<file path="config.mk">
export PLATFORM = sky130hd
export DESIGN_NAME = glip_fifo_bridge
export DESIGN_NICKNAME = d
export VERILOG_FILES = /design/src/rtl/glip_fifo_bridge.sv
export SDC_FILE = /design/constraint.sdc
export NUM_CORES = 1
export LEC_CHECK = 0
export CORE_MARGIN = 2
export CORE_UTILIZATION = 30
export DETAILED_ROUTE_END_ITERATION = 10
export GPL_ROUTABILITY_DRIVEN = 0
export SETUP_SLACK_MARGIN = 0.5
export SLEW_MARGIN = 20
export SYNTH_ARGS = -nofsm -noshare
export SYNTH_HDL_FRONTEND = slang
export SYNTH_SLANG_ARGS = --single-unit
</file>
<file path="constraint.sdc">
create_clock -name clk -period 2.49 [get_ports clk]
set_clock_uncertainty 0.15 [all_clocks]
set_input_delay 0.3735 -clock clk [delete_from_list [all_inputs] [get_ports clk]]
set_output_delay 0.3735 -clock clk [all_outputs]
set_load 0.05 [all_outputs]
</file>
<file path="src/rtl/glip_fifo_bridge.sv">
// rtl/glip_fifo_bridge.sv - host/logic word bridge with two FIFO channels and reset generation
// Optional GLIP_FILL_LEVEL_EN exposes per-channel occupancy outputs.

module glip_fifo_chan #(
    parameter int WIDTH = 16,
    parameter int DEPTH = 16
) (
    input  logic                     clk,
    input  logic                     rst,
    input  logic                     clr,
    input  logic [WIDTH-1:0]         wr_data,
    input  logic                     wr_valid,
    output logic                     wr_ready,
    output logic [WIDTH-1:0]         rd_data,
    output logic                     rd_valid,
    input  logic                     rd_ready
`ifdef GLIP_FILL_LEVEL_EN
    ,
    output logic [$clog2(DEPTH):0]   level
`endif
);
    localparam int AW = $clog2(DEPTH);
    localparam logic [AW:0] PTR_ONE = {{AW{1'b0}}, 1'b1};

    logic [AW:0]      wr_ptr_q, wr_ptr_d;
    logic [AW:0]      rd_ptr_q, rd_ptr_d;
    logic [WIDTH-1:0] mem [DEPTH];
    logic             full;
    logic             empty;
    logic             push;
    logic             pop;

    assign full     = (wr_ptr_q[AW] != rd_ptr_q[AW]) && (wr_ptr_q[AW-1:0] == rd_ptr_q[AW-1:0]);
    assign empty    = (wr_ptr_q == rd_ptr_q);
    assign wr_ready = !full;
    assign rd_valid = !empty;
    assign rd_data  = mem[rd_ptr_q[AW-1:0]];
    assign push     = wr_valid && wr_ready;
    assign pop      = rd_valid && rd_ready;

`ifdef GLIP_FILL_LEVEL_EN
    assign level = wr_ptr_q - rd_ptr_q;
`endif

    always_comb begin
        wr_ptr_d = wr_ptr_q;
        rd_ptr_d = rd_ptr_q;
        if (clr) begin
            wr_ptr_d = '0;
            rd_ptr_d = '0;
        end else begin
            if (push) wr_ptr_d = wr_ptr_q + PTR_ONE;
            if (pop)  rd_ptr_d = rd_ptr_q + PTR_ONE;
        end
    end

    always_ff @(posedge clk or posedge rst) begin
        if (rst) begin
            wr_ptr_q <= '0;
            rd_ptr_q <= '0;
        end else begin
            wr_ptr_q <= wr_ptr_d;
            rd_ptr_q <= rd_ptr_d;
        end
    end

    // Storage is deliberately left out of reset; the pointers alone define contents.
    always_ff @(posedge clk) begin
        if (push) mem[wr_ptr_q[AW-1:0]] <= wr_data;
    end
endmodule

module glip_fifo_bridge #(
    parameter int WIDTH = 16,
    parameter int DEPTH = 16
) (
    input  logic                     clk,
    input  logic                     rst,
    input  logic [WIDTH-1:0]         host_in_data,
    input  logic                     host_in_valid,
    output logic                     host_in_ready,
    output logic [WIDTH-1:0]         fifo_in_data,
    output logic                     fifo_in_valid,
    input  logic                     fifo_in_ready,
    input  logic [WIDTH-1:0]         fifo_out_data,
    input  logic                     fifo_out_valid,
    output logic                     fifo_out_ready,
    output logic [WIDTH-1:0]         host_out_data,
    output logic                     host_out_valid,
    input  logic                     host_out_ready,
    input  logic                     ctrl_wr,
    input  logic                     ctrl_data,
    output logic                     com_rst,
    output logic                     logic_rst
`ifdef GLIP_FILL_LEVEL_EN
    ,
    output logic [$clog2(DEPTH):0]   fifo_in_level,
    output logic [$clog2(DEPTH):0]   host_out_level
`endif
);
    logic [1:0] sync_q, sync_d;
    logic       ctrl_q, ctrl_d;

    // Asynchronous assert, two-edge synchronous release.
    always_comb begin
        sync_d = {sync_q[0], 1'b0};
        ctrl_d = ctrl_q;
        if (com_rst)      ctrl_d = 1'b0;
        else if (ctrl_wr) ctrl_d = ctrl_data;
    end

    always_ff @(posedge clk or posedge rst) begin
        if (rst) begin
            sync_q <= 2'b11;
            ctrl_q <= 1'b0;
        end else begin
            sync_q <= sync_d;
            ctrl_q <= ctrl_d;
        end
    end

    assign com_rst   = sync_q[1];
    assign logic_rst = com_rst | ctrl_q;

    glip_fifo_chan #(.WIDTH(WIDTH), .DEPTH(DEPTH)) u_in_fifo (
        .clk      (clk),
        .rst      (rst),
        .clr      (com_rst),
        .wr_data  (host_in_data),
        .wr_valid (host_in_valid),
        .wr_ready (host_in_ready),
        .rd_data  (fifo_in_data),
        .rd_valid (fifo_in_valid),
        .rd_ready (fifo_in_ready)
`ifdef GLIP_FILL_LEVEL_EN
        ,
        .level    (fifo_in_level)
`endif
    );

    glip_fifo_chan #(.WIDTH(WIDTH), .DEPTH(DEPTH)) u_out_fifo (
        .clk      (clk),
        .rst      (rst),
        .clr      (com_rst),
        .wr_data  (fifo_out_data),
        .wr_valid (fifo_out_valid),
        .wr_ready (fifo_out_ready),
        .rd_data  (host_out_data),
        .rd_valid (host_out_valid),
        .rd_ready (host_out_ready)
`ifdef GLIP_FILL_LEVEL_EN
        ,
        .level    (host_out_level)
`endif
    );
endmodule

</file>
Yosys cells after proc, flatten, opt, wreduce, memory -nomap -nowiden
Memory sizes are Yosys's and may differ from the RTL's. Cells that the tools add are included.

Register bits after elaboration: 23. Memory bits (writable): 512. Input bits: 40. Output and inout bits: 38. Word-level logic and storage cells: 48. Memories: 2.

Memories: u_in_fifo.mem (words 16, bits a word 16, rd ports 1, clocked after memory_dff 0, wr ports 1, RTL line 27) `logic [WIDTH-1:0] mem [DEPTH];`; u_out_fifo.mem (words 16, bits a word 16, rd ports 1, clocked after memory_dff 0, wr ports 1, RTL line 27).

$add $sub $neg: 4. Eq/ne operators: 6. Mux-type cells: 14. Bitwise operators: 1. Reductions and logical operators: 15.

Operator list (number): $mux W5 (8); $add A5 B1 Y5 const B (4); $eq A5 B5 Y1 (2); $reduce_bool A2 Y1 (5); $eq A4 B4 Y1 (2); $logic_and A1 B1 Y1 (6); $mux W1 (6); $logic_not A1 Y1 (4); $ne A1 B1 Y1 (2); $or A1 B1 Y1 (1).

Logic depth before layout (Yosys ltp)
Word-level depth: 6. Gate-level depth with buffers: 7. Gate-level depth less buffers: 4.

By module
From an unflattened synthesis, not the netlist that was laid out.

Cell total of the unflattened synthesis: 1050. Area, all modules: 21305.4 um^2.

Modules (own cells, without submodules): glip_fifo_chan (instances 2, cells an instance 521, area an instance 10600.2 um^2, seq. area each 7937.6 um^2); glip_fifo_bridge (instances 1, cells an instance 8, area an instance 105.1 um^2, seq. area each 77.6 um^2).

Worst setup path after synthesis
No wires, ideal clock.

Kind: register to output. Start point: reg u_out_fifo.rd_ptr_q[0]. End point: out host_out_data[4]. Data arrival time: 2.109 ns. Required time: 1.967 ns. Path slack: -0.142 ns. Cell stages (with the launch flop): 7. Path buffers: 3. Path through: dfrtp_1 > buf_6 > buf_6 > buf_4 > mux4_2 > nand2_1 > a31oi_1.

Cells in the longest elaborated chain, start to end: 1.

RTL lines: start: declaration (RTL line 26) `logic [AW:0] rd_ptr_q, rd_ptr_d;`; start signal: assignment (RTL line 63) `rd_ptr_q <= rd_ptr_d;`; $mem_v2 Z16 W16; end: declaration (RTL line 88) `output logic [WIDTH-1:0] host_out_data,`.

No other way between the ends.

Worst setup path after layout
Start point: reg u_out_fifo.rd_ptr_q[0]. End point: out host_out_data[14].

The elaborated chain is that of the path after synthesis.

==> flow_summary.json <==
{
  "cts.sinks": 535,
  "seq_area_frac_synth_pct": 74.81,
  "antenna_found_initial": 3,
  "ys.flop_type": "edfxtp_1",
  "crit_top_cell": "buf_12",
  "yosysTopAreaCellShare_pct": 72.10,
  "path_cells": "buf_12 -> buf_12 -> buf_12 -> mux4_2 -> a211oi_4 -> a21oi_4 -> buf_6",
  "period_needed_ns": 3.044,
  "hold_viol": 0,
  "critical_path.max_stage_delay_ns": 0.52,
  "clkTransAtPathRegs_ns": 0.06,
  "worstSetupEndpointType": "primary output",
  "ir_worst_vdd_mv": 0.6922,
  "synth_nets": 1084,
  "finalNonFillerCells": 2250,
  "h-tree-depth": 2,
  "synth_cell_types": 45,
  "die_area_sq_mm": 0.07323,
  "gr-total-overflow": 0,
  "reg2reg_slack_ns": -0.09,
  "grt_pass1_wl_mm": 73.88,
  "synth_edf_count": 512,
  "synth_area_per_cell_sq_um": 20.62,
  "ys_seq_elements": 535,
  "max-slew-margin-rel_pct": 50.37,
  "clockRootBuffer": "clkbuf_16",
  "setup_viol": 253,
  "whs_ns": 0.01071,
  "yosysTopAreaCell": "edfxtp_1",
  "vias": 10890,
  "ioPinCount": 78,
  "io_buffers": 77,
  "grt_pass1_vias": 11380,
  "fin_nets": 1312,
  "timing.fmax_ghz": 0.3285,
  "drive_above_1_share_pct": 43.74,
  "ys.warnings.count": 0,
  "timing.rr.end": "u_in_fifo.mem[1][6]",
  "synth_common_cells": "512 x edfxtp_1, 128 x mux4_2, 44 x nand2_1",
  "syn_inst": 1034,
  "power.density_mw_per_mm2": 828.0,
  "min_period_over_period_pct": 122.3,
  "dp.cells": 2072,
  "synthMostInstantiatedCell": "edfxtp_1",
  "track_usage_pct": 13.47,
  "synth_area_leaders": "edfxtp_1 72%, mux4_2 14%, dfrtp_1 2.5%",
  "reg2reg_depth": 11,
  "p_leak_nw": 9.068,
  "slew_violations": 0,
  "violations": "setup timing",
  "hpwl_mm": 28.03,
  "cp.arrival_ns": 2.52,
  "chipWidth_microns": 270.6,
  "first_pass_iters": 4,
  "drt_wl_total_mm": 49.87,
  "cts_buffers": 57,
  "endpoint": "host_out_data[14]",
  "rows": 97,
  "syn_to_final_growth_pct": 33.46,
  "critPathLaunchType": "flip-flop",
  "hold_buffers": 0,
  "critical-path-slowest-cell": "dfrtp_4",
  "hp-class": "in2async",
  "worst_slew_pin_slew_ns": 0.7420,
  "fin_ws_ns": -0.5540,
  "critPathLaunch": "u_out_fifo.rd_ptr_q[0]",
  "r2r_start": "u_in_fifo.rd_ptr_q[0]",
  "rsz0062_at_grt": "true",
  "drv_cap": 0,
  "crit_required_ns": 1.97,
  "post_drt_wl_per_cell_microns": 22.17,
  "insertion_delay_ns": 0.60,
  "place_ws_ns": 0.002160,
  "cts_tree": "built",
  "critPathKind": "reg2out",
  "synthArstFlopShare_pct": 4.299,
  "synth_area_sq_mm": 0.02132,
  "post-route-drc-count": 0,
  "grt_max_degree": 36,
  "start_util_pct": 30.40,
  "path_max_fanout": 8,
  "n_antenna_cell": 0,
  "fin_setup_tns_ns": -25.92,
  "status": "complete, but fails checks",
  "ant_nets": 0,
  "viasPerCell": 4.838,
  "coreArea_sq_mm": 0.07015,
  "clockBufferDepth": 3,
  "power_mw": 23.56,
  "drt-initial-drc-count": 824,
  "die_h_microns": 270.6
}
[sequential cells by signal, summed over array words and instances, names as in the netlist]
register and flops:
u_out_fifo.rd_ptr_q 5, ctrl_q 1, u_in_fifo.wr_ptr_q 5, sync_q 2, u_in_fifo.mem 256, u_in_fifo.rd_ptr_q 5, u_out_fifo.mem 256, u_out_fifo.wr_ptr_q 5
[final cells by class]
type / instances / area, sq um
Fill cell: 6240 / 41690
Sequential cell: 535 / 15970
Timing Repair Buffer: 233 / 3312
Clock buffer: 66 / 1491
Clock inverter: 41 / 355.3
Tap cell: 940 / 1176
Multi-Input combinational cell: 427 / 6125
Inverter: 8 / 30.03
[cells by family after synthesis]
logic type                 count (synthesis)  share of synthesized area [%]
adders and majority gates                 10                         0.5868
muxes                                    158                          14.99
and+or+nand+nor                          152                          4.049
buffers and inverters                     72                          1.913
DFF                                      535                          74.81
xor gates and xnor gates                  12                         0.4929
other                                      1                        0.01759
AOI/OAI and AO/OA                         94                          3.145
[what timing repair did]
item	CTS	global route
gates cloned	9	2
resized for setup	102	47
pin swaps	23	20
endpoints found under the setup margin	565	565
buffers inserted	48	12
[worst min path at each step]
| stage | startpoint | endpoint | slack (ns) |
|---|---|---|---|
| final | rst | u_in_fifo.rd_ptr_q[4] | 0.01 |
| after CTS | rst | u_in_fifo.rd_ptr_q[4] | 0.01 |
| after detailed placement | sync_q[0] | sync_q[1] | 0.20 |
| after global placement | sync_q[0] | sync_q[1] | 0.20 |
| after floorplan | sync_q[0] | sync_q[1] | 0.20 |
| after global routing | rst | u_in_fifo.rd_ptr_q[4] | 0.06 |
[placed cells by master, fill, tap and decap left out, types with 6 or more instances in the layout]
| cell type | Yosys | final |
|---|---|---|
| mux4_2 | 128 | 128 |
| xnor2_1 | 10 | 7 |
| clkinv_2 | 0 | 16 |
| a21oi_4 | 0 | 19 |
| nor2_1 | 17 | 17 |
| nor2b_4 | 0 | 11 |
| clkinv_1 | 1 | 11 |
| a21oi_1 | 23 | 6 |
| clkdlybuf4s50_1 | 0 | 39 |
| a31oi_4 | 0 | 15 |
| buf_12 | 0 | 79 |
| a211oi_4 | 0 | 15 |
| nand4_1 | 8 | 8 |
| buf_6 | 11 | 45 |
| clkbuf_16 | 0 | 60 |
| nand2_1 | 44 | 34 |
| ha_1 | 10 | 10 |
| buf_8 | 0 | 7 |
| buf_4 | 7 | 50 |
| dfrtp_1 | 21 | 13 |
| mux2_2 | 7 | 7 |
| and3_4 | 0 | 12 |
| buf_16 | 0 | 11 |
| and4b_4 | 0 | 6 |
| edfxtp_1 | 512 | 512 |
| mux2i_4 | 0 | 12 |
| and4_4 | 0 | 12 |
| clkbuf_1 | 22 | 7 |
| nand2_2 | 0 | 7 |
| a211oi_2 | 0 | 17 |
| inv_1 | 7 | 7 |
| nor2b_1 | 40 | 29 |
[power by group]
group	internal (mW)	leakage (nW)	total, mW	switching [mW]
registers	10.0	4.92	10.1	0.0764
logic	2.70	3.24	5.32	2.62
clock network	4.65	0.903	8.17	3.52
[worst max-delay path: cells and delay by family, from the launching register on]
family,cells,cell delay [ns]
buffers and inverters,4,0.59
DFF,1,0.52
muxes,1,0.45
AOI/OAI and AO/OA,2,0.34
[per-layer routing]
layer	wire length [microns]	share of wire, %	vias to the layer above	track usage, %
met5	42	0.084	-	0
met4	1231	2.5	6	3.911
met3	2011	4.0	75	2.405
met2	24150	48	233	21.85
met1	22440	45	5809	18.58
li1	-	-	4762	-
[metrics by stage]
step                      area, sq um  utilization, %
after CTS                       28070           40.01
after detailed placement        24930           35.54
final                           28460           40.57
after global routing            28460           40.57
after floorplan                 22240               -
after global placement          24930           35.54
Note: power is estimated with default switching activity, not from simulation.
